===== config.mk =====
export PLATFORM = sky130hd
export DESIGN_NAME = ber_sync_controller
export DESIGN_NICKNAME = d
export VERILOG_FILES = /design/src/rtl/ber_sync_controller.sv
export SDC_FILE = /design/constraint.sdc
export NUM_CORES = 1
export LEC_CHECK = 0
export CAP_MARGIN = 20
export CORE_MARGIN = 3
export CORE_UTILIZATION = 55
export CTS_CLUSTER_SIZE = 40
export DETAILED_ROUTE_END_ITERATION = 6
export GPL_TIMING_DRIVEN = 1
export PLACE_DENSITY = 0.79
export SYNTH_ARGS = -nofsm -noshare
export SYNTH_HDL_FRONTEND = slang
export SYNTH_SLANG_ARGS = --single-unit

===== constraint.sdc =====
create_clock -name clk -period 11.74 [get_ports clk]
set_clock_uncertainty 0.1 [all_clocks]
set_input_delay 2.348 -clock clk [delete_from_list [all_inputs] [get_ports clk]]
set_output_delay 2.348 -clock clk [all_outputs]
set_load 0.1 [all_outputs]

===== src/rtl/ber_sync_controller.sv =====
// ber_sync_controller
//   Sequences the PRBS receiver through acquisition, lock check and measurement.
//   Pulses get_word to reseed the receiver, turns its cumulative error/bit
//   snapshots into per-snapshot deltas, declares lock / loss-of-lock, keeps
//   48-bit saturating run totals and hands periodic reports to the UART
//   formatter over a valid/ready handshake.
//
//   Optional feature: define BER_CTRL_AUTO_RESYNC_EN to re-enter acquisition on
//   loss of lock (totals preserved). Without it, loss of lock only sets lol_flag_o.
//
// Ports
//   clk, rst                   clock, synchronous active-high reset
//   start_i / stop_i           begin measurement (IDLE/FAIL only) / abort to IDLE
//   snap_valid_i               receiver snapshot strobe
//   snap_err_i, snap_total_i   receiver cumulative error / bit counts (32 bit)
//   get_word_o                 one-cycle reseed pulse to the receiver
//   locked_o, fail_o           state indicators
//   retry_cnt_o                failed acquisitions since start or last lock
//   lol_flag_o                 sticky loss-of-lock
//   acc_err_o, acc_total_o     48-bit saturating totals while locked
//   report_valid_o/ready_i     report handshake
//   report_err_o/total_o       held report payload
//   report_ovf_o               sticky: report due while previous still pending
module ber_sync_controller #(
    parameter int unsigned SETTLE_CYC    = 16,
    parameter int unsigned CHECK_SNAPS   = 4,
    parameter int unsigned LOCK_THRESH   = 0,
    parameter int unsigned LOCK_WIN      = 8,
    parameter int unsigned UNLOCK_THRESH = 100,
    parameter int unsigned MAX_RETRY     = 3,
    parameter int unsigned REPORT_SNAPS  = 10
) (
    input  logic        clk,
    input  logic        rst,
    input  logic        start_i,
    input  logic        stop_i,
    input  logic        snap_valid_i,
    input  logic [31:0] snap_err_i,
    input  logic [31:0] snap_total_i,
    output logic        get_word_o,
    output logic        locked_o,
    output logic        fail_o,
    output logic [3:0]  retry_cnt_o,
    output logic        lol_flag_o,
    output logic [47:0] acc_err_o,
    output logic [47:0] acc_total_o,
    output logic        report_valid_o,
    input  logic        report_ready_i,
    output logic [47:0] report_err_o,
    output logic [47:0] report_total_o,
    output logic        report_ovf_o
);

    localparam int unsigned SNAP_W = 32;
    localparam int unsigned ACC_W  = 48;
    localparam int unsigned CNT_W  = 16;
    localparam int unsigned WIN_W  = 40;
    localparam int unsigned RTY_W  = 4;

    typedef enum logic [2:0] {
        ST_IDLE   = 3'd0,
        ST_ACQ    = 3'd1,
        ST_SETTLE = 3'd2,
        ST_CHECK  = 3'd3,
        ST_LOCKED = 3'd4,
        ST_FAIL   = 3'd5
    } state_t;

    state_t state_q, state_d;

    logic [SNAP_W-1:0] prev_err_q, prev_err_d;
    logic [SNAP_W-1:0] prev_tot_q, prev_tot_d;
    logic [CNT_W-1:0]  settle_cnt_q, settle_cnt_d;
    logic [WIN_W-1:0]  win_err_q, win_err_d;
    logic [CNT_W-1:0]  win_cnt_q, win_cnt_d;
    logic [CNT_W-1:0]  rpt_cnt_q, rpt_cnt_d;
    logic [RTY_W-1:0]  retry_q, retry_d;
    logic              lol_q, lol_d;
    logic [ACC_W-1:0]  acc_err_q, acc_err_d;
    logic [ACC_W-1:0]  acc_tot_q, acc_tot_d;
    logic              rpt_valid_q, rpt_valid_d;
    logic [ACC_W-1:0]  rpt_err_q, rpt_err_d;
    logic [ACC_W-1:0]  rpt_tot_q, rpt_tot_d;
    logic              ovf_q, ovf_d;

    // Event decode shared by next-state and datapath logic
    logic              snap_take;
    logic [SNAP_W-1:0] d_err;
    logic [SNAP_W-1:0] d_tot;
    logic [WIN_W-1:0]  win_err_sum;
    logic [CNT_W-1:0]  win_cnt_inc;
    logic [CNT_W-1:0]  rpt_cnt_inc;
    logic [RTY_W-1:0]  retry_inc;
    logic              settle_done;
    logic              baseline_ev;
    logic              chk_end;
    logic              chk_pass;
    logic              chk_give_up;
    logic              win_end;
    logic              lol_ev;
    logic              start_ev;
    logic [ACC_W-1:0]  acc_err_new;
    logic [ACC_W-1:0]  acc_tot_new;

    // Saturating 48 + 32 bit add
    function automatic logic [ACC_W-1:0] sat_add(input logic [ACC_W-1:0] a,
                                                 input logic [SNAP_W-1:0] b);
        logic [ACC_W:0] s;
        s = {1'b0, a} + (ACC_W+1)'(b);
        return s[ACC_W] ? {ACC_W{1'b1}} : s[ACC_W-1:0];
    endfunction

    // stop overrides everything, including a coincident snapshot
    always_comb begin
        snap_take   = snap_valid_i && !stop_i;
        // Modular subtraction gives the right delta across receiver counter wrap
        d_err       = snap_err_i - prev_err_q;
        d_tot       = snap_total_i - prev_tot_q;
        win_err_sum = win_err_q + WIN_W'(d_err);
        win_cnt_inc = win_cnt_q + CNT_W'(1);
        rpt_cnt_inc = rpt_cnt_q + CNT_W'(1);
        retry_inc   = retry_q + RTY_W'(1);
        settle_done = (settle_cnt_q == CNT_W'(SETTLE_CYC));
        baseline_ev = (state_q == ST_SETTLE) && settle_done && snap_take;
        chk_end     = (state_q == ST_CHECK) && snap_take && (win_cnt_inc == CNT_W'(CHECK_SNAPS));
        chk_pass    = chk_end && (win_err_sum <= WIN_W'(LOCK_THRESH));
        chk_give_up = chk_end && !chk_pass && (retry_inc == RTY_W'(MAX_RETRY));
        win_end     = (state_q == ST_LOCKED) && snap_take && (win_cnt_inc == CNT_W'(LOCK_WIN));
        lol_ev      = win_end && (win_err_sum > WIN_W'(UNLOCK_THRESH));
        start_ev    = start_i && !stop_i && ((state_q == ST_IDLE) || (state_q == ST_FAIL));
        acc_err_new = sat_add(acc_err_q, d_err);
        acc_tot_new = sat_add(acc_tot_q, d_tot);
    end

    // State register
    always_ff @(posedge clk) begin
        if (rst) begin
            state_q <= ST_IDLE;
        end else begin
            state_q <= state_d;
        end
    end

    // Next-state logic
    always_comb begin
        state_d = state_q;
        if (stop_i) begin
            state_d = ST_IDLE;
        end else begin
            unique case (state_q)
                ST_IDLE, ST_FAIL: begin
                    if (start_i) state_d = ST_ACQ;
                end
                ST_ACQ: state_d = ST_SETTLE;
                ST_SETTLE: begin
                    if (baseline_ev) state_d = ST_CHECK;
                end
                ST_CHECK: begin
                    if (chk_pass)         state_d = ST_LOCKED;
                    else if (chk_give_up) state_d = ST_FAIL;
                    else if (chk_end)     state_d = ST_ACQ;
                end
                ST_LOCKED: begin
`ifdef BER_CTRL_AUTO_RESYNC_EN
                    if (lol_ev) state_d = ST_ACQ;
`endif
                end
                default: state_d = ST_IDLE;
            endcase
        end
    end

    // Output decode from the state register; get_word is gated off during reset
    always_comb begin
        get_word_o = (state_q == ST_ACQ) && !rst;
        locked_o   = (state_q == ST_LOCKED);
        fail_o     = (state_q == ST_FAIL);
    end

    // Datapath next-state
    always_comb begin
        prev_err_d   = prev_err_q;
        prev_tot_d   = prev_tot_q;
        settle_cnt_d = settle_cnt_q;
        win_err_d    = win_err_q;
        win_cnt_d    = win_cnt_q;
        rpt_cnt_d    = rpt_cnt_q;
        retry_d      = retry_q;
        lol_d        = lol_q;
        acc_err_d    = acc_err_q;
        acc_tot_d    = acc_tot_q;
        rpt_valid_d  = rpt_valid_q;
        rpt_err_d    = rpt_err_q;
        rpt_tot_d    = rpt_tot_q;
        ovf_d        = ovf_q;

        if (start_ev) begin
            acc_err_d = '0;
            acc_tot_d = '0;
            retry_d   = '0;
            lol_d     = 1'b0;
            ovf_d     = 1'b0;
        end

        // Accepted report drops next edge unless a fresh one loads below
        if (rpt_valid_q && report_ready_i) rpt_valid_d = 1'b0;

        // Settle timer runs only in SETTLE and stops once it reaches the target
        if (state_q != ST_SETTLE)  settle_cnt_d = '0;
        else if (!settle_done)     settle_cnt_d = settle_cnt_q + CNT_W'(1);

        unique case (state_q)
            ST_SETTLE: begin
                if (baseline_ev) begin
                    prev_err_d = snap_err_i;
                    prev_tot_d = snap_total_i;
                    win_err_d  = '0;
                    win_cnt_d  = '0;
                end
            end
            ST_CHECK: begin
                if (snap_take) begin
                    prev_err_d = snap_err_i;
                    prev_tot_d = snap_total_i;
                    win_err_d  = win_err_sum;
                    win_cnt_d  = win_cnt_inc;
                    if (chk_end) begin
                        win_err_d = '0;
                        win_cnt_d = '0;
                        if (chk_pass) begin
                            retry_d   = '0;
                            rpt_cnt_d = '0;
                        end else begin
                            retry_d = retry_inc;
                        end
                    end
                end
            end
            ST_LOCKED: begin
                if (snap_take) begin
                    prev_err_d = snap_err_i;
                    prev_tot_d = snap_total_i;
                    acc_err_d  = acc_err_new;
                    acc_tot_d  = acc_tot_new;
                    win_err_d  = win_err_sum;
                    win_cnt_d  = win_cnt_inc;
                    rpt_cnt_d  = rpt_cnt_inc;
                    if (win_end) begin
                        win_err_d = '0;
                        win_cnt_d = '0;
                    end
                    if (lol_ev) begin
                        lol_d = 1'b1;
`ifdef BER_CTRL_AUTO_RESYNC_EN
                        retry_d = '0;
`endif
                    end
                    // Report includes this snapshot's deltas; a pending one is never overwritten
                    if (rpt_cnt_inc == CNT_W'(REPORT_SNAPS)) begin
                        rpt_cnt_d = '0;
                        if (rpt_valid_q && !report_ready_i) begin
                            ovf_d = 1'b1;
                        end else begin
                            rpt_err_d   = acc_err_new;
                            rpt_tot_d   = acc_tot_new;
                            rpt_valid_d = 1'b1;
                        end
                    end
                end
            end
            default: ;
        endcase

        if (stop_i) rpt_valid_d = 1'b0;
    end

    // Datapath registers
    always_ff @(posedge clk) begin
        if (rst) begin
            prev_err_q   <= '0;
            prev_tot_q   <= '0;
            settle_cnt_q <= '0;
            win_err_q    <= '0;
            win_cnt_q    <= '0;
            rpt_cnt_q    <= '0;
            retry_q      <= '0;
            lol_q        <= 1'b0;
            acc_err_q    <= '0;
            acc_tot_q    <= '0;
            rpt_valid_q  <= 1'b0;
            rpt_err_q    <= '0;
            rpt_tot_q    <= '0;
            ovf_q        <= 1'b0;
        end else begin
            prev_err_q   <= prev_err_d;
            prev_tot_q   <= prev_tot_d;
            settle_cnt_q <= settle_cnt_d;
            win_err_q    <= win_err_d;
            win_cnt_q    <= win_cnt_d;
            rpt_cnt_q    <= rpt_cnt_d;
            retry_q      <= retry_d;
            lol_q        <= lol_d;
            acc_err_q    <= acc_err_d;
            acc_tot_q    <= acc_tot_d;
            rpt_valid_q  <= rpt_valid_d;
            rpt_err_q    <= rpt_err_d;
            rpt_tot_q    <= rpt_tot_d;
            ovf_q        <= ovf_d;
        end
    end

    assign retry_cnt_o    = retry_q;
    assign lol_flag_o     = lol_q;
    assign acc_err_o      = acc_err_q;
    assign acc_total_o    = acc_tot_q;
    assign report_valid_o = rpt_valid_q;
    assign report_err_o   = rpt_err_q;
    assign report_total_o = rpt_tot_q;
    assign report_ovf_o   = ovf_q;

endmodule


; After elaboration in Yosys (flattened, before gate mapping)
; Cells that the tools add are included.
[totals]
regBits = 354
latch_bits = 0
mem_bits_rw = 0
rom_bits = 0
input_bits = 70
out_inout_bits = 202
elab_cells = 138
n_memories = 0
[classes]
n_addsub = 9
mul = 0
n_div = 0
magnitude_cmp = 2
eq_ne = 19
n_shift = 0
mux = 57
bitwise_logic = 2
n_reduce_logical = 34
[op_table]
columns = cell, n
row1 = two-way mux 48 bit, 8
row2 = two-way mux 40 bit, 5
row3 = two-way mux 16 bit, 10
row4 = two-way mux 32 bit, 4
row5 = one-hot mux 32 bit (2 select lines), 2
row6 = one-hot mux 40 bit (3 select lines), 1
row7 = adder 48 x 32 -> 49 bit, 2
row8 = subtractor 32 bit, 2
row9 = "adder 16 x 1 -> 16 bit, second input constant", 3
row10 = one-hot mux 16 bit (3 select lines), 1
row11 = adder 40 x 32 -> 40 bit, 1
row12 = "greater-than comparator 40 x 7 -> 1 bit, second input constant", 1
row13 = "less-or-equal comparator 40 x 1 -> 1 bit, second input constant", 1
row14 = "== test 16 x 4 -> 1 bit, second input constant", 2
row15 = one-hot mux 16 bit (2 select lines), 1
row16 = two-way mux 4 bit, 5
row17 = "== test 16 x 3 -> 1 bit, second input constant", 1
row18 = "== test 16 x 5 -> 1 bit, second input constant", 1
row19 = logical AND 1 bit, 16
row20 = two-way mux 3 bit, 5
row21 = one-hot mux 3 bit (5 select lines), 1
row22 = two-way mux 1 bit, 14
row23 = AND reduction 4 bit, 3
row24 = "inequality test 2 bit, second input constant", 5
row25 = 17 further kinds, 28

; Depth between registers and ports, before layout
; Gate-level depths: netlist of run 1.
[logic_depth]
ltp_word = 11
ltp_mapped = 30
depth_no_buf = 28

; Worst setup path after synthesis of run 1
; No wires, ideal clock.
[synth_timing]
kind = input to output
start = input port rst
end = output port get_word_o
arrival_ns = 5.584
t_required_ns = 9.292
path_slack_ns = 3.708
stages = 3
n_path_buf = 2
path_cell_list = clkbuf_1 > buf_1 > nor4_1
[synth_via]
elab_chain_cells = 2
[synth_lines]
columns = item, line_no
row1 = start: declaration, 34  ; input logic rst,
row2 = logical NOT 1 bit, 175  ; get_word_o = (state_q == ST_ACQ) && !rst;
row3 = logical AND 1 bit, 175
row4 = end: declaration, 40  ; output logic get_word_o,
; Every way passes these cells.

; Final worst setup path of run 1
[layout_timing]
start = input port snap_err_i[1]
end = register rpt_cnt_q[15]
[layout_via]
elab_chain_cells = 6
[layout_lines]
columns = item, line_no
row1 = start: declaration, 38  ; input logic [31:0] snap_err_i,
row2 = subtractor 32 bit, 117  ; d_err = snap_err_i - prev_err_q;
row3 = adder 40 x 32 -> 40 bit, 119  ; win_err_sum = win_err_q + WIN_W'(d_err);
row4 = less-or-equal comparator 40 x 1 -> 1 bit, 126  ; chk_pass = chk_end && (win_err_sum <= WIN_W'(LOCK_THRESH));
row5 = logical AND 1 bit, 126
row6 = inequality test 2 bit (no line), --
row7 = AND reduction 5 bit (no line), --
row8 = end signal: assignment, 300  ; rpt_cnt_q <= rpt_cnt_d;
row9 = end: declaration, 76  ; logic [CNT_W-1:0] rpt_cnt_q, rpt_cnt_d;
; Every way passes these cells.
; A chain may end at the register's enable or synchronous reset.

==> metrics.md, run 1 <==
| Metric | Value |
|---|---|
| Run status | finished with violations |
| Failing checks | design-rule violations |
| Most frequent cells in the layout | a21oi_1 (361), dfxtp_1 (354), nand2_1 (346) |
| Die width | about 210 um |
| LEAKAGE | 10.08 nW |
| Hold path start | report_total_o[17]$_SDFFE_PP0P_ |
| Cell area after layout | 27200 um2 |
| Post-CTS resize count | 0 |
| Dpl cell area | 25780 um2 |
| WS Path Type | input pin to flip-flop |
| Max Cap Viol | 0 |
| Dpl cells | 3624 |
| Vias in the first global route | 21842 |
| Skew-Pair Late Insertion Delay | 0.57 ns |
| Pre-CTS WS | 1.926 ns |
| Port bufs | 271 |
| Pins Over Slew Limit | 0 |
| WP data arrival | 9.62 ns |
| R2r startpoint | prev_err_q[1]$_SDFFE_PP0P_ |
| Total negative setup slack | 0 ns |
| Cts hold-fix bufs | 0 |
| Max IR drop VDD | 0.0001350 V |
| Post-synth EDFFs | 0 |
| Worst Slack Setup Final | around 2.4 ns |
| Fin crit share | 79.31% |
| Synth Register Bits | about 350 |
| Worst r2r dst | rpt_cnt_q[15]$_SDFFE_PP0P_ |
| Root Driver | clkbuf_16 |
| CP Launch Type | input pin |
| # rows | 73 |
| Asr flop ratio synth | 0% |
| DP HPWL | 52770 um |
| Initial Util | 56.48% |
| Net Count, Synth | 3202 |
| Critical Path End Type | flip-flop |
| Mapped Area | between 20000 and 25000 um2 |
| Commonest non-fill, non-tap cell in the layout | a21oi_1 |
| First-pass GRT wire length | between 100000 and 150000 um |
| Power per cell area | roughly 110 nW/um2 |
| DRT Pass-1 Iters | 7 |
| Count of final setup violators | 0 |
| Max_slew headroom | between 20 and 30% |
| Die height | about 210 um |
| Layout cells sized above 1 | 4.606% |
| Fin cells | around 3700 |
| Clock-pin slew on the worst setup and hold paths | approximately 0.060 ns |
| Hold crit path type | flip-flop to flip-flop |
| Setup Fix Bufs, Post-CTS | 0 |
| GRT overflow | 0 |
| Critical Path Fanout Max | 14 |
| Worst Hold Path Cells | 2 |
| CTS Buffer Depth | 3 |
| Hold endpoint | report_total_o[17]$_SDFFE_PP0P_ |
| All-Layer GR Usage | 31.27% |
| Detailed-route via count | 22914 |
| Post-detailed-route count of antenna-violating nets | 0 |
| Unique masters post-synth | 95 |
| Vias per Instance | just over 6 |
| Yosys Warn Count | 0 |
| CTS buffer count | 41 |
| RSZ-0062 raised after global routing | no |
| H-tree depth | 2 |
| Final net count | 3384 |
| I/O pins | about 270 |
| Routed WL | around 73000 um |
| DR DRC count | 1 |
| Top_reg_cell synth | dfxtp_1 |
| Reg2reg path depth | 24 |
| Final RePlAce weighted congestion | 0.9390 |
| Largest net degree at the start of global routing | 94 |
| Initial antenna violation count | 1 |
| Register area share after synthesis | 31.08% |
| P&R area growth vs syn | 19.30% |
| Syn avg cell area | ~7.7 um2 |
| Die area | 43940 um2 |
| FMAX | 107.4 MHz |
| Routed WL per cell | 19.68 um |
| Final hold vios | 0 |
| Synth Instances | 2961 |
| Total clock sinks | between 300 and 400 |
| Clock period minus worst slack | 9.311 ns |
| Least-Margin Pin Slew | 1.107 ns |
| R2R Setup Slk | about 4.3 ns |
| DRC violation total after the first TritonRoute iteration | 2000 |
| Final core occ | between 60% and 70% |
| Required @ worst endpoint | between 10 and 15 ns |
| Core area | about 40000 um2 |
| CTS tree | done |
[logic make-up after synthesis]
kind of cell / after synthesis / synth area share [%]
compound gates: 1023 / 27.97
xor+xnor: 178 / 6.837
fa+ha+maj: 171 / 9.547
buf+inv: 279 / 4.680
flops: 354 / 31.08
mux: 10 / 0.4719
simple gates: 946 / 19.42
[synth_stat cells, types with 28 or more instances]
cell,n,area share [%]
a31oi_1,48,1.3
a21oi_1,361,7.9
ha_1,166,9.1
nand2b_1,32,0.88
nand2_1,346,5.7
a22oi_1,35,1.2
and3_1,36,0.99
clkbuf_1,140,2.3
a211oi_1,28,0.92
o21ai_0,244,5.4
a311oi_1,36,1.4
inv_1,124,2.0
dfxtp_1,354,31
xnor2_1,107,4.1
nor3_1,59,1.3
nor2_1,227,3.7
nand3_1,85,1.9
o21a_1,35,1.2
a21o_1,57,1.9
xor2_1,71,2.7
[layer usage]
metal	track usage [%]	part of all wire, %	vias up
li1	-	-	11058
met1	36.72	40	10799
met2	52.95	47	851
met3	6.054	7.0	206
met4	18.73	6.4	0
met5	0	0	-
[state kept, by name, summed over array words and instances, names as in the netlist, 3 cells and up]
| register | cells |
|---|---|
| rpt_cnt_q | 16 |
| report_err_o | 48 |
| prev_err_q | 32 |
| win_cnt_q | 16 |
| prev_tot_q | 32 |
| acc_total_o | 48 |
| acc_err_o | 48 |
| win_err_q | 40 |
| state_q | 3 |
| settle_cnt_q | 16 |
| report_total_o | 48 |
| retry_cnt_o | 4 |
[worst max-delay path: stages]
cell and delay (ns):
clkdlybuf4s50_1 0.46, ha_1 0.32, nor2b_1 0.13, o21ai_0 0.21, a21boi_0 0.20, o31a_1 0.35
a211oi_1 0.41, o31ai_1 0.18, o41ai_1 0.62, o21ai_0 0.32, nor2_1 0.23, ha_1 0.33
and3_1 0.23, and2_1 0.17, a221oi_2 0.36, inv_1 0.12, or3_1 0.33, mux2_2 0.28
a2111oi_0 0.35, nor3b_1 0.24, nand4_1 0.20, and4bb_1 0.43, or2_1 0.60, o311ai_0 0.20
[stage by stage]
step,hold WS [ns],power (mW)
final,0.3519,2.935
after detailed placement,0.3467,1.609
after global routing,0.3669,3.029
after global placement,0.3407,1.602
after floorplan,0.3363,1.487
after CTS,0.3545,2.947
[layout make-up]
| type | instances | area (um2) |
|---|---|---|
| diodes | 1 | 2.502 |
| clock inverters | 12 | 177.7 |
| flip-flops and latches | 354 | 7087 |
| fillers | 3428 | 13170 |
| multi-input cells | 2328 | 14700 |
| inverters | 126 | 473.0 |
| clock buffers | 58 | 1221 |
| repair buffers | 292 | 2892 |
| well taps | 525 | 656.9 |
[where the power goes]
part | switching (mW) | internal (mW) | total (mW) | leakage (nW)
sequential | 0.000616 | 1.20 | 1.20 | 2.85
combinational | 0.248 | 0.141 | 0.389 | 6.54
clock | 0.533 | 0.811 | 1.34 | 0.696
[worst max path at each step]
stage | depth (start not counted) | start | endpoint
2_1_floorplan | 3 | rst | get_word_o
4_1_cts | 24 | snap_err_i[1] | rpt_cnt_q[15]$_SDFFE_PP0P_
6_report | 24 | snap_err_i[1] | rpt_cnt_q[15]$_SDFFE_PP0P_
3_5_place_dp | 24 | snap_err_i[1] | rpt_cnt_q[15]$_SDFFE_PP0P_
3_3_place_gp | 24 | snap_err_i[1] | rpt_cnt_q[7]$_SDFFE_PP0P_
5_1_grt | 24 | snap_err_i[1] | rpt_cnt_q[15]$_SDFFE_PP0P_
No activity file was read; power rests on OpenSTA's default activity.
==> run 2, diff against run 1 <==
- CORE_UTILIZATION: 55 -> 52
- PLACE_DENSITY: 0.79 -> 0.78
- clock period: 11.74 -> 7.45 ns (I/O delays scaled with it)
==> run 2 against run 1 <==
The flow still finishes with violations (design-rule violations); via count rose by 4.2%; worst hold slack better by 0.00085 ns; critical path depth is 6 higher; clock power rose by 55%; sequential share of layout area shrank 1.4 points; final cell count rose by 6.4%; count of clock-buffer cells in the layout fell by 3; non-clock buffer count grew 174; setup slack lost 2.1 ns; cell area is 5.7% higher; critical endpoint is now rpt_cnt_q[14]$_SDFFE_PP0P_; highest routed layer is now met5.
==> metrics.md, run 2 (same netlist as run 1, synthesis figures left out) <==
| Metric | Value |
|---|---|
| Slowest-stage cell, CP | clkdlybuf4s50_1 |
| Vias in the first global route | 23343 |
| Die width | 215.4 um |
| I/O pins | 272 |
| Routed WL | 76430 um |
| Crit path depth | 30 |
| Worst Path Buf+Inv | 5 |
| Commonest non-fill, non-tap cell in the layout | a21oi_1 |
| Total clock sinks | 354 |
| Reg2reg path depth | 30 |
| Max Cap Viol | 0 |
| Final total power | 4.706 mW |
| WS Path Type | input pin to flip-flop |
| DRT Pass-1 Iters | 7 |
| Hold crit path type | flip-flop to flip-flop |
| R2R Setup Slk | approximately 1.3 ns |
| Final hold vios | 0 |
| GRT overflow | 0 |
| CTS buffer count | 41 |
| Vias per Instance | a little over 6 |
| CP endpoint | rpt_cnt_q[14]$_SDFFE_PP0P_ |
| CTS Buffer Depth | 3 |
| Post-detailed-route count of antenna-violating nets | 0 |
| Run status | finished with violations |
| All-Layer GR Usage | 31.52% |
| DP HPWL | 55900 um |
| Routed WL per cell | 19.43 um |
| Critical Path Source | snap_err_i[0] |
| Critical Path Fanout Max | 4 |
| Initial Util | 52.82% |
| Most frequent cells in the layout | a21oi_1 (360), dfxtp_1 (354), nand2_1 (346) |
| DR DRC count | 14 |
| Pre-CTS WS | -0.4768 ns |
| Failing checks | design-rule violations |
| Count of final setup violators | 0 |
| Power per cell area | 163.7 nW/um2 |
| Required @ worst endpoint | 7.82 ns |
| Final RePlAce weighted congestion | between 0.9 and 1 |
| Crit path top cell by count | buf_4 |
| Clock period minus worst slack | 7.119 ns |
| WP data arrival | 7.49 ns |
| Core area | 43170 um2 |
| Largest net degree at the start of global routing | 102 |
| Detailed-route via count | around 24000 |
| Worst Slack Setup Final | approximately 0.33 ns |
| Layout cells sized above 1 | 10.10% |
| Die height | 215.4 um |
| R2r startpoint | prev_err_q[1]$_SDFFE_PP0P_ |
| Pins Over Slew Limit | 0 |
| Multi-input gate area | 14800 um2 |
| LEAKAGE | around 11 nW |
| Final core occ | 66.61% |
| # rows | 76 |
| Fin crit share | 95.55% |
| Total negative setup slack | 0 ns |
| Least-Margin Pin Slew | between 1 and 1.5 ns |
| Critical Path End Type | flip-flop |
| CTS tree | done |
| Max IR drop VDD | 0.0001484 V |
| Initial antenna violation count | 2 |
| DRC violation total after the first TritonRoute iteration | 2004 |
| CP Launch Type | input pin |
| Final net count | ~3600 |
| Clock-pin slew on the worst setup and hold paths | 0.06 ns |
| Worst r2r dst | rpt_cnt_q[14]$_SDFFE_PP0P_ |
| Cell family with most CP delay | compound AO/OA/AOI/OAI gates |
| Reg area | just over 7000 um2 |
| Die area | approximately 46000 um2 |
| Largest stage delay on the critical path | ~0.49 ns |
| P&R area growth vs syn | 26.11% |
| Root Driver | clkbuf_16 |
| H-tree depth | 2 |
| Port bufs | 271 |
| First-pass GRT wire length | 121400 um |
| Max_slew headroom | between 20% and 30% |
| FMAX | approximately 140 MHz |
| Skew-Pair Late Insertion Delay | 0.58 ns |
| Fillcell total | 3686 |
[run 2: changes by cell type in the layout (fill, tap and decap cells not counted), sizes merged]
cell and delta:
buf +173, clkbuf -2, clkinvlp +1, clkinv +5
[run 2: layout make-up]
cell class,instances,share of cell area [%]
well taps,585,2.545
inverters,126,1.645
clock buffers,55,3.999
clock inverters,18,0.7701
repair buffers,466,14.91
diodes,1,0.008702
flip-flops and latches,354,24.64
multi-input cells,2328,51.48
[run 2: power breakdown]
group	leakage [nW]	total, mW	internal (mW)	switching (mW)
clock	0.679	2.08	1.23	0.858
combinational	7.43	0.727	0.302	0.425
sequential	2.85	1.89	1.89	0.00102
total	11.0	4.71	3.42	1.28
[run 2: through the flow]
step / cell area [um2] / hold slack [ns] / std cells
after CTS: 28600 / 0.3540 / 3929
after detailed placement: 27230 / 0.3464 / 3856
after floorplan: 22800 / 0.3363 / 2961
after global routing: 28760 / 0.3660 / 3933
after global placement: 27230 / 0.3415 / 3856
final: 28760 / 0.3528 / 3933
[run 2: tightest hold or removal path, cell delays in order, from the launching register on]
cell     delay [ns]
dfxtp_1        0.30
nand2_1        0.05
a21oi_1        0.05
[run 2: how the worst min path moves through the flow]
stage | start | end | slack (ns) | depth (start not counted)
floorplan | prev_err_q[10]$_SDFFE_PP0P_ | prev_err_q[10]$_SDFFE_PP0P_ | 0.34 | 2
global placement | prev_tot_q[25]$_SDFFE_PP0P_ | prev_tot_q[25]$_SDFFE_PP0P_ | 0.34 | 2
detailed placement | report_total_o[25]$_SDFFE_PP0P_ | report_total_o[25]$_SDFFE_PP0P_ | 0.35 | 2
CTS | prev_err_q[9]$_SDFFE_PP0P_ | prev_err_q[9]$_SDFFE_PP0P_ | 0.35 | 2
global route | prev_tot_q[13]$_SDFFE_PP0P_ | prev_tot_q[13]$_SDFFE_PP0P_ | 0.37 | 2
finish | prev_err_q[9]$_SDFFE_PP0P_ | prev_err_q[9]$_SDFFE_PP0P_ | 0.35 | 2
[run 2: per-layer routing]
metal  wire length (um)  vias up  track usage [%]  part of all wire [%]
met5                 13        -                0                 0.017
met4               4134        2            16.22                   5.4
met3               5045      199            5.970                   6.6
met2              36600      880            54.50                    48
met1              30640    11367            37.33                    40
li1                   -    11421                -                     -
[run 2: timing repair]
action | in CTS | in global routing
hold endpoints to repair | 0 | 0
hold buffers | 0 | 0
setup endpoints to repair | 0 | 97
resized for setup | 0 | 26
buffers inserted | 0 | 2
==> run 3, diff against run 2 <==
- ABC_AREA: not set -> 0
- CORE_ASPECT_RATIO: not set -> 1.1
- CORE_UTILIZATION: 52 -> 45
- PLACE_DENSITY: 0.78 -> 0.69
==> run 3 against run 2 <==
Critical endpoint is now rpt_cnt_q[8]$_SDFFE_PP0P_; first-iteration DRC count decreased by 24%; register-to-register slack got worse by 0.09 ns; the flow still finishes with violations (design-rule violations); power decreased by 0.32%; highest routed layer unchanged; worst hold slack got worse by 0.0033 ns; largest power group unchanged; wire length increased by 0.50%; final cell count increased by 2.1%; clock power about the same.
==> metrics.md, run 3 (same netlist as run 1, synthesis figures left out) <==
| Metric | Value |
|---|---|
| Run status | finished with violations |
| Failing checks | design-rule violations |
| Cell area after layout | a little under 30000 um2 |
| CTS tree | done |
| DRC violation total after the first TritonRoute iteration | 1529 |
| LEAKAGE | around 11 nW |
| Clock-pin slew on the worst setup and hold paths | 0.06 ns |
| R2r startpoint | prev_err_q[12]$_SDFFE_PP0P_ |
| WS Path Type | input pin to flip-flop |
| FMAX | 138.3 MHz |
| Fin crit share | between 90% and 100% |
| Routed WL per cell | 19.13 um |
| Met3 routed WL | 4717 um |
| Detailed-route via count | 23485 |
| R2R Setup Slk | 1.24 ns |
| CTS Buffer Depth | 3 |
| Hold crit path type | flip-flop to flip-flop |
| Root Driver | clkbuf_16 |
| Top layer in use | met5 |
| Fillcell total | 4599 |
| P&R area growth vs syn | 26.89% |
| Count of final setup violators | 0 |
| # rows | 85 |
| Power share of the clock group | 44.2% |
| Max IR drop VDD | 0.0001467 V |
| Hold endpoint | report_total_o[40]$_SDFFE_PP0P_ |
| Reg2reg path depth | 28 |
| Vias in the first global route | 22428 |
| Clock period minus worst slack | between 7 and 8 ns |
| Critical Path End Type | flip-flop |
| GRT overflow | 0 |
| Routed WL | 76810 um |
| H-tree depth | 2 |
| Max Cap Viol | 0 |
| Worst Hold Path Cells | 2 |
| Pre-CTS WS | -0.4513 ns |
| Switching power total | around 1.3 mW |
| I/O pins | around 270 |
| Total clock sinks | 354 |
| Required @ worst endpoint | just under 8 ns |
| Slowest-stage cell, CP | clkdlybuf4s50_1 |
| Met1 wire length | slightly above 30000 um |
| Vias per Instance | 5.848 |
| Power per cell area | 162.1 nW/um2 |
| Total negative setup slack | 0 ns |
| WP data arrival | 7.53 ns |
| Cell-internal power | approximately 3.4 mW |
| Die area | 53410 um2 |
| Critical Path Fanout Max | 14 |
| Die width | 220.6 um |
| Final total power | 4.691 mW |
| Cts hold-fix bufs | 0 |
| Skew-Pair Late Insertion Delay | about 0.57 ns |
| Max_slew headroom | 26.20% |
| Initial Util | 46.01% |
| Largest stage delay on the critical path | 0.45 ns |
| Worst Hold Slack | 0.3495 ns |
| Core area | 49560 um2 |
| DR WL met2 | 37590 um |
| Largest net degree at the start of global routing | 95 |
| Reg area | 7087 um2 |
| Final net count | between 3000 and 4000 |
| Hold path start | report_total_o[40]$_SDFFE_PP0P_ |
| Die height | 242.1 um |
| Final RePlAce weighted congestion | 0.9633 |
| Port bufs | approximately 270 |
| Dpl cell area | approximately 27000 um2 |
| Net Sw Frac | 27.00% |
| CTS buffer count | 42 |
| Final hold vios | 0 |
| Worst Slack Setup Final | 0.2210 ns |
| First-pass GRT wire length | ~120000 um |
| DR DRC count | 1 |
| Worst r2r dst | rpt_cnt_q[8]$_SDFFE_PP0P_ |
| Post-detailed-route count of antenna-violating nets | 0 |
| Most frequent cells in the layout | a21oi_1 (360), dfxtp_1 (354), nand2_1 (346) |
| Layout cells sized above 1 | 10.32% |
| DRT Pass-1 Iters | 7 |
| Pins Over Slew Limit | 0 |
| DP HPWL | 57350 um |
| Reg power frac | about 40% |
| Comb power frac | 15.4% |
| All-Layer GR Usage | between 20% and 30% |
| Multi-input gate area | about 15000 um2 |
| Initial antenna violation count | 4 |
| Least-Margin Pin Slew | around 1.1 ns |
| CP Launch Type | input pin |
| Commonest non-fill, non-tap cell in the layout | a21oi_1 |
==> run 3: cell count changes in the layout (fill, tap and decap cells not counted), moves of 2 or more <==
cell,previous run,this run
buf_4,187,201
bufinv_16,4,2
clkbuf_8,6,13
o2111ai_2,4,1
a2111oi_2,0,2
o2111ai_1,5,8
clkinv_2,11,4
==> run 3: worst max path at each step <==
stage,startpoint,end,slack (ns),cells past startpoint
floorplan,snap_err_i[12],rpt_cnt_q[10]$_SDFFE_PP0P_,0.45,26
global placement,snap_err_i[0],rpt_cnt_q[15]$_SDFFE_PP0P_,-0.31,28
detailed placement,snap_err_i[0],rpt_cnt_q[15]$_SDFFE_PP0P_,-0.45,30
CTS,snap_err_i[0],rpt_cnt_q[15]$_SDFFE_PP0P_,0.13,30
global route,snap_err_i[12],rpt_cnt_q[8]$_SDFFE_PP0P_,-0.05,28
finish,snap_err_i[12],rpt_cnt_q[8]$_SDFFE_PP0P_,0.22,28
==> run 3: worst max-delay path: cells and delay by family <==
family | cells | cell delay, ns
simple gates | 8 | 1.67
compound gates | 12 | 2.38
mux | 1 | 0.28
buf+inv | 5 | 1.05
fa+ha+maj | 2 | 0.63
==> run 3: metrics by stage <==
step | util [%] | std cells
2_1_floorplan | - | 2961
3_3_place_gp | 55.26 | 3934
3_5_place_dp | 55.26 | 3934
4_1_cts | 58.04 | 4008
5_1_grt | 58.38 | 4015
6_report | 58.38 | 4016
==> run 3: power by group through the flow <==
stage	clock (mW)	sequential, mW	combinational, mW
6_report	2.07	1.89	0.722
4_1_cts	2.12	1.89	0.713
3_5_place_dp	0	1.94	0.708
3_3_place_gp	0	1.94	0.699
2_1_floorplan	0	1.94	0.408
5_1_grt	2.20	1.89	0.780
==> run 3: metal layers <==
metal,up-vias,track usage (%)
met5,-,0
met4,4,12.55
met3,173,5.394
met2,680,48.55
met1,11156,32.43
li1,11472,-
==> run 3: area by class of cell <==
type	instances	share of cell area [%]
multi-input cells	2328	51.06
flip-flops and latches	354	24.49
repair buffers	480	15.21
clock buffers	63	4.320
well taps	652	2.819
inverters	126	1.635
clock inverters	11	0.4454
diodes	2	0.01730
==> run 3: timing repair <==
action	CTS	global route
setup endpoints to repair	0	36
gates resized for setup	0	21
buffers inserted	0	4
